<file path="src/rtl/fft_pkg.sv">
// fft_pkg: shared widths, parameter defaults, FSM state type and log-scale helper for fft_band_accum.
package fft_pkg;
  localparam int DEF_N_POINTS = 512;
  localparam int DEF_N_BANDS = 16;
  localparam int SAMPLE_W = 16;
  localparam int MAG_W = 16;
  localparam int ACC_W = 20;
  typedef enum logic [1:0] {IDLE, ACCUM, FLUSH, DRAIN} state_t;
  // Leading-one position in [8:4], the next four bits below it in [3:0].
  function automatic logic [ACC_W-1:0] log_scale(input logic [ACC_W-1:0] a);
    logic [4:0] p;
    logic [ACC_W-1:0] s;
    p = '0;
    for (int i = 0; i < ACC_W; i++) if (a[i]) p = 5'(i);
    s = a << (5'(ACC_W - 1) - p);
    return (a == '0) ? '0 : {11'b0, p, 4'(s >> (ACC_W - 5))};
  endfunction
endpackage

</file>
<file path="src/rtl/fft_mag_approx.sv">
// fft_mag_approx: two-stage alpha-max-plus-beta-min magnitude, max(|re|,|im|) + min(|re|,|im|)/2.
module fft_mag_approx
  import fft_pkg::*;
(
  input  logic                       clk,
  input  logic                       rst,
  input  logic signed [SAMPLE_W-1:0] i_re,
  input  logic signed [SAMPLE_W-1:0] i_im,
  input  logic                       i_valid,
  output logic        [MAG_W-1:0]    o_mag,
  output logic                       o_valid
);
  logic [SAMPLE_W:0] w_re_x, w_im_x, w_are, w_aim;
  logic [MAG_W-1:0] r_mx, r_mn;
  logic r_v1;
  // Sign-extend by one bit so |-32768| stays representable.
  assign w_re_x = {i_re[SAMPLE_W-1], i_re};
  assign w_im_x = {i_im[SAMPLE_W-1], i_im};
  assign w_are = w_re_x[SAMPLE_W] ? (~w_re_x + 1'b1) : w_re_x;
  assign w_aim = w_im_x[SAMPLE_W] ? (~w_im_x + 1'b1) : w_im_x;
  always_ff @(posedge clk) begin
    if (rst) begin
      r_mx <= '0;
      r_mn <= '0;
      r_v1 <= 1'b0;
      o_mag <= '0;
      o_valid <= 1'b0;
    end else begin
      r_mx <= MAG_W'((w_are > w_aim) ? w_are : w_aim);
      r_mn <= MAG_W'((w_are > w_aim) ? w_aim : w_are);
      r_v1 <= i_valid;
      o_mag <= r_mx + {1'b0, r_mn[MAG_W-1:1]};
      o_valid <= r_v1;
    end
  end
endmodule

</file>
<file path="src/rtl/fft_band_accum.sv">
// fft_band_accum: sums per-bin FFT magnitudes into bands and streams them out per frame.
// Define FFT_BAND_LOG_SCALE_EN to emit a log-compressed magnitude instead of the linear sum.
module fft_band_accum
  import fft_pkg::*;
#(
  parameter int N_POINTS = DEF_N_POINTS,
  parameter int N_BANDS = DEF_N_BANDS
) (
  input  logic                       clk,
  input  logic                       rst,
  input  logic                       in_valid,
  output logic                       in_ready,
  input  logic signed [SAMPLE_W-1:0] in_real,
  input  logic signed [SAMPLE_W-1:0] in_imag,
  input  logic                       in_last,
  output logic                       out_valid,
  input  logic                       out_ready,
  output logic        [3:0]          out_band,
  output logic        [ACC_W-1:0]    out_mag,
  output logic                       out_last,
  output logic                       frame_err
);
  localparam int CW = $clog2(N_POINTS);
  localparam int HALF = N_POINTS / 2;
  localparam int BPB = N_POINTS / (2 * N_BANDS);
  state_t r_state;
  logic [CW-1:0] r_cnt;
  logic r_flush, r_err, r_keep1, r_keep2;
  logic [3:0] r_band, r_bidx1, r_bidx2;
  logic [ACC_W-1:0] r_acc [N_BANDS];
  logic w_acc_in, w_at_top, w_end, w_out_hs, w_mag_v;
  logic [3:0] w_bidx;
  logic [MAG_W-1:0] w_mag;
  logic [ACC_W-1:0] w_sel;
  assign in_ready = (r_state == IDLE) || (r_state == ACCUM);
  assign w_acc_in = in_valid && in_ready;
  assign w_at_top = r_cnt == CW'(N_POINTS - 1);
  assign w_end = in_last || w_at_top;
  assign w_bidx = 4'(int'(r_cnt) / BPB);
  assign out_valid = r_state == DRAIN;
  assign out_band = r_band;
  assign out_last = out_valid && (r_band == 4'(N_BANDS - 1));
  assign w_out_hs = out_valid && out_ready;
  assign w_sel = r_acc[r_band];
  assign frame_err = r_err;
`ifdef FFT_BAND_LOG_SCALE_EN
  assign out_mag = log_scale(w_sel);
`else
  assign out_mag = w_sel;
`endif
  fft_mag_approx u_mag (
    .clk(clk),
    .rst(rst),
    .i_re(in_real),
    .i_im(in_imag),
    .i_valid(w_acc_in),
    .o_mag(w_mag),
    .o_valid(w_mag_v)
  );
  // Band tag travels beside the magnitude pipeline; upper-half bins carry keep=0.
  always_ff @(posedge clk) begin
    if (rst) begin
      r_state <= IDLE;
      r_cnt <= '0;
      r_flush <= 1'b0;
      r_err <= 1'b0;
      r_band <= '0;
      r_keep1 <= 1'b0;
      r_keep2 <= 1'b0;
      r_bidx1 <= '0;
      r_bidx2 <= '0;
      for (int i = 0; i < N_BANDS; i++) r_acc[i] <= '0;
    end else begin
      r_keep1 <= w_acc_in && (int'(r_cnt) < HALF);
      r_bidx1 <= w_bidx;
      r_keep2 <= r_keep1;
      r_bidx2 <= r_bidx1;
      if (w_mag_v && r_keep2) r_acc[r_bidx2] <= r_acc[r_bidx2] + ACC_W'(w_mag);
      case (r_state)
        IDLE, ACCUM: if (w_acc_in) begin
          r_cnt <= r_cnt + 1'b1;
          r_state <= w_end ? FLUSH : ACCUM;
          if (in_last != w_at_top) r_err <= 1'b1;
        end
        FLUSH: begin
          r_flush <= !r_flush;
          if (r_flush) r_state <= DRAIN;
        end
        DRAIN: if (w_out_hs) begin
          r_band <= r_band + 1'b1;
          if (out_last) begin
            r_state <= IDLE;
            r_band <= '0;
            r_cnt <= '0;
            for (int i = 0; i < N_BANDS; i++) r_acc[i] <= '0;
          end
        end
        default: r_state <= IDLE;
      endcase
    end
  end
endmodule

</file>
<file path="config.mk">
export PLATFORM = sky130hd
export DESIGN_NAME = fft_band_accum
export DESIGN_NICKNAME = d
export VERILOG_FILES = /design/src/rtl/fft_pkg.sv /design/src/rtl/fft_mag_approx.sv /design/src/rtl/fft_band_accum.sv
export SDC_FILE = /design/constraint.sdc
export NUM_CORES = 1
export LEC_CHECK = 0
export BUFFER_PORTS_ARGS = -buffer_cell sky130_fd_sc_hd__buf_2
export CAP_MARGIN = 0
export CORE_ASPECT_RATIO = 1.5
export CORE_MARGIN = 2
export CORE_UTILIZATION = 62
export CTS_CLUSTER_DIAMETER = 120
export DETAILED_ROUTE_END_ITERATION = 16
export PLACE_DENSITY = 0.85
export SLEW_MARGIN = 20
export SYNTH_ARGS = -nofsm -noshare
export SYNTH_HDL_FRONTEND = slang
export SYNTH_HIERARCHICAL = 1
export SYNTH_SLANG_ARGS = --single-unit
</file>
<file path="constraint.sdc">
create_clock -name clk -period 11.8 [get_ports clk]
set_clock_uncertainty 0.2 [all_clocks]
set_input_delay 1.18 -clock clk [delete_from_list [all_inputs] [get_ports clk]]
set_output_delay 1.18 -clock clk [all_outputs]
set_load 0.01 [all_outputs]
</file>
After elaboration in Yosys (flattened, before gate mapping)
Memories as Yosys holds them, arrays and structs flattened. A register that Yosys moved wholly into a read port is not among the register bits.
Cells that the tools add are included.
{ "totals": {"register_bits": 77, "word_cells": 178, "memories": 1, "output_inout_bits": 28, "ramBits": 320, "input_bits": 37} }
{ "classes": {"eq_ne": 26, "addsub": 6, "reduce_logical": 16, "n_lt_le_gt_ge": 2, "n_mux": 47, "bitwise": 66} }
{ "mem_list": {"columns": ["name", "depth", "width", "read_ports", "rd_ports_with_merged_regs", "write_ports", "line", "rtl"], "rows": [
  ["r_acc", 16, 20, 2, 2, 16, "fft_band_accum.sv:30", "logic [ACC_W-1:0] r_acc [N_BANDS];"]
]} }
{ "op_table": {"columns": ["cell", "count"], "rows": [
  ["$mux 20", 17],
  ["$eq 4x4->1 const B", 17],
  ["$add 17x1->17 const B", 2],
  ["$mux 17", 2],
  ["$not 17->17", 2],
  ["$and 1x1->1", 32],
  ["$mux 16", 2],
  ["$mux 9", 3],
  ["$add 20x16->20", 1],
  ["$mux 4", 5],
  ["$reduce_or 20->1", 1],
  ["$pmux 9 s2", 1],
  ["$gt 17x17->1", 1],
  ["$add 16x15->16", 1],
  ["$not 1->1", 16],
  ["$or 1x1->1", 16],
  ["$mux 1", 11],
  ["$mux 2", 5],
  ["$add 9x1->9 const B", 1],
  ["$eq 9x9->1 const B", 1],
  ["$lt 9x9->1 const B", 1],
  ["$reduce_and 4->1", 2],
  ["$ne 2x1->1 const B", 3],
  ["$pmux 2 s3", 1],
  ["other kinds (13)", 19]
]} }

Longest topological paths before layout
{ "depth": {"depth_word": 27, "mapped_depth": 17, "ltp_nobuf": 12} }

Modules after synthesis
Netlist, hierarchy kept.
{ "by_module_without_submodules": {"columns": ["module", "n_inst", "area_each_um2", "cells_each", "seq_area_each_um2"], "rows": [
  ["fft_band_accum", 1, 17918.4, 1207, 10229.8],
  ["fft_mag_approx", 1, 3285.7, 363, 980.9]
]} }

Worst setup path before layout
No wires, ideal clock.
{ "synth_timing": {"kind": "register -> register", "from": "register r_bidx2[1]", "to": "memory r_acc[11][14], data pin", "period_less_slack_ns": 4.657, "t_arrival_ns": 4.191, "required_ns": 11.334, "path_stages_with_launch": 15, "n_path_buf": 4, "slack_ns": 7.143, "setup_time_ns": 0.266, "cell_sequence": "dfxtp_1 -> buf_1 -> clkbuf_1 -> clkbuf_1 -> mux4_2 -> mux4_2 -> ha_1 -> nor2b_1 -> o2111ai_1 -> a21boi_0 -> a41oi_1 -> o41ai_1 -> xnor2_1 -> clkbuf_1 -> nor2_1"} }
{ "synth_rtl": {"columns": ["element", "line", "rtl"], "rows": [
  ["start, declared", "fft_band_accum.sv:29", "logic [3:0] r_band, r_bidx1, r_bidx2;"],
  ["start signal, assigned", "fft_band_accum.sv:77", "r_bidx2 <= r_bidx1;"],
  ["end, declared", "fft_band_accum.sv:30", null]
]} }

==> qor.csv <==
stage;metric;value;unit
setup_path;Worst Reg-to-Reg Cells;14;
finish;Seq. cell area;11230;um2
timing;Worst Tran Pin Value;1.204;ns
worst_hold_path;Worst Hold End;r_bidx2[1]$_SDFF_PP0_;
yosys;Synth Instances;1570;
yosys;yosys warns;6;
timing;Final Hold Vio Count;0;
finish;Final Non-Filler Cells;2055;
clock_network;Setup Fix Bufs, Post-CTS;0;
setup_path;Critical Path, Cell by Cell;buf_4, buf_4, mux4_2, mux4_2, ha_1, inv_1, fa_1, nor2b_1, o2111ai_1, a21boi_0, a41oi_1, nand3_1, xnor2_2, nor2_1;
timing;setup TNS;0;ns
route;detail-routed via count per cell;7.155;
timing;Fmax;0.1608;GHz
grt;initial antenna violation count;1;
yosys;number of register bits inferred by synthesis;400;
route;drt drc;0;
grt;vias in the first global route;15199;
finish;fill cell total of the finished layout;2130;
yosys;Post-synth EDFFs;320;
yosys;unique cell type count in the Yosys netlist;70;
power;Power Dens Cells;147.4;nW/um2
floorplan;Starting Density;62.44;%
power;Pleak;8.100;nW
setup_path;R2R Setup Slk;5.58;ns
setup_path;Req. time, crit path;11.85;ns
yosys;ys async rst share;0;%
timing;Final Slew Violations;0;
clock_network;clk buf depth;3;
place;area of placed instances;21930;um2
clock_network;TritonCTS Buffers;37;
yosys;top cells by count, synth;392 x nor2_1, 320 x edfxtp_1, 189 x mux4_2;
setup_path;worst flop-to-flop path startpoint;r_bidx2[0]$_SDFF_PP0_;
setup_path;Worst Path Max Fanout;34;
clock_network;CTS Hold Bufs;0;
timing;clock period minus worst slack;6.217;ns
yosys;Netlist Area Pre-Place;21200;um2
worst_hold_path;Hold Path Cell Cnt;1;
clock_network;root buf cell;clkbuf_16;
yosys;post-synthesis sequential area ratio;52.87;%
finish;final instance area;23280;um2
place;I/O Buffers;64;
flow_run;max cap viols;0;
route;DR iter-0 viols;1869;
route;final wirelength;58080;um
yosys;most common cell in the netlist;nor2_1;
place;Placed Instances;1986;
setup_path;CP endpoint kind;flip-flop;
finish;fin nets;1693;
grt;first-pass GRT wire length;86750;um
yosys;Post-Syn Area per Cell;13.51;um2
power;peak supply drop;0.1044;mV
yosys;cell taking the most area after synthesis;edfxtp_1;
finish;Layout area overhead;9.795;%
floorplan;full die area;35730;um2
route;drt pass-1 iters;6;
setup_path;RR Endpoint;r_acc[10][16]$_SDFFCE_PN0P_;
clock_network;clock slew at reported path FFs;0.06;ns
clock_network;Post-CTS Resized;0;
yosys;ys flop type;edfxtp_1;
setup_path;crit start category;flip-flop;
timing;Final Setup Violations;0;
floorplan;Core Area;33960;um2
setup_path;max incr delay on CP;0.65;ns
timing;relative slew slack;19.74;%
clock_network;H-Tree Depth;2;
grt;largest net degree at the start of global routing;73;
yosys;top cell type's share of synthesized area;45.32;%
floorplan;Die Width;155.0;um
route;DR WL/cell;28.26;um
yosys;synthesized net count;1663;
yosys;top area cells in the synthesized netlist;edfxtp_1 45%, mux4_2 20%, dfxtp_1 7.6%;
clock_network;Worst-Skew Late Latency;0.55;ns
timing;RSZ-0062 raised after global routing;false;
grt;Congestion Overflow GR;0;
place;DP Wirelength;34740;um
setup_path;Max stage delay cell, worst path;buf_4;
clock_network;Sinks on Clock Net;400;
setup_path;Arr. time, crit path;6.27;ns
clock_network;CTS tree;yes;
route;Final ANT Viol Nets;0;
worst_hold_path;Hold Crit Class;reg2reg;
status;outcome;complete, no violations;
floorplan;I/O pin count;65;
place;routability congestion estimate;0.9131;
finish;layout cells sized above 1;26.09;%
route;via count;14704;
grt;total track usage;33.04;%
floorplan;Die Ht;230.5;um
timing;fin crit share;52.69;%
floorplan;row cnt;83;
setup_path;WS Path Type;reg2reg;
finish;multi-input combinational cell area;9495;um2
power;Pwr Total;3.433;mW
worst_hold_path;worst hold start;r_bidx1[1]$_SDFF_PP0_;
finish;post-layout util;68.56;%
==> metal layers <==
layer	global-route usage, %	wire length [um]	vias to the layer above
met2	55.49	28360	1328
met1	38.69	17220	7063
met4	21.24	4554	0
li1	-	-	5978
met3	6.908	7952	335
met5	0	0	-
==> flip-flops by register name, summed over array words and instances (netlist names), 2 cells and up, named ones only <==
register and count:
r_acc 320, u_mag/o_mag 16, u_mag/r_mx 16, u_mag/r_mn 15
r_cnt 9, out_band 4, r_bidx1 4, r_bidx2 4
r_state 2
==> report_power, final <==
part           total [mW]  internal, mW  switching, mW
logic               0.501         0.192          0.309
clock network        1.28         0.745          0.533
registers            1.65          1.60         0.0504
total                3.43          2.54          0.892
==> kinds of logic (layout without fill, tap and decap cells) <==
kind of cell | after synthesis | in the layout | synth area share, %
buffers and inverters | 140 | 199 | 2.732
AO/OA/AOI/OAI | 115 | 115 | 3.723
flip-flops | 400 | 400 | 52.87
other | 2 | 3 | 0.03542
AND/OR/NAND/NOR | 558 | 558 | 11.21
adder cells (fa/ha/maj) | 56 | 56 | 3.375
XOR/XNOR | 63 | 63 | 2.744
multiplexers | 236 | 236 | 23.31
==> metrics by stage <==
stage / setup WS, ns / hold WS, ns
final: 5.583 / 0.2393
after global routing: 5.150 / 0.2493
after floorplan: 7.143 / 0.2138
after global placement: 5.848 / 0.2183
after CTS: 5.516 / 0.2411
after detailed placement: 5.581 / 0.2220
==> critical path: cells and delay by family, from the launching register on <==
| kind | cells | cell delay (ns) |
|---|---|---|
| xor gates and xnor gates | 1 | 0.65 |
| buffers and inverters | 3 | 1.37 |
| DFF | 1 | 0.63 |
| adders and majority gates | 2 | 0.49 |
| AOI/OAI and AO/OA | 3 | 0.99 |
| and+or+nand+nor | 3 | 0.43 |
| muxes | 2 | 1.08 |
==> layout make-up <==
cell class              count  area share [%]
multi-input cells        1030           40.79
well taps                 425           2.284
inverters                  25          0.4031
repair buffers            106           2.730
clock inverters            25           1.252
diodes                      1         0.01075
clock buffers              43           4.299
flip-flops and latches    400           48.23
==> worst max-delay path by stage <==
stage                                   to  cells past startpoint                   from
3_3_place_gp    r_acc[9][14]$_SDFFCE_PN0P_                     14  r_bidx2[0]$_SDFF_PP0_
4_1_cts        r_acc[13][11]$_SDFFCE_PN0P_                     12  r_bidx2[0]$_SDFF_PP0_
6_report       r_acc[10][16]$_SDFFCE_PN0P_                     14  r_bidx2[0]$_SDFF_PP0_
2_1_floorplan  r_acc[11][14]$_SDFFCE_PN0P_                     14  r_bidx2[1]$_SDFF_PP0_
5_1_grt         r_acc[3][12]$_SDFFCE_PN0P_                     14  r_bidx2[0]$_SDFF_PP0_
3_5_place_dp    r_acc[7][11]$_SDFFCE_PN0P_                     12  r_bidx2[0]$_SDFF_PP0_
==> layout by cell type, fill, tap and decap left out, types with 26 or more instances in the layout <==
cell       instances
dfxtp_1           73
xnor2_1           26
a21oi_1           29
ha_1              54
mux4_2           189
nor2_1           391
mux2_2            28
edfxtp_1         320
buf_2             64
nor2b_1           32
nand2_1           57
buf_4             42
clkbuf_16         39
No activity file was read; power rests on OpenSTA's default activity.
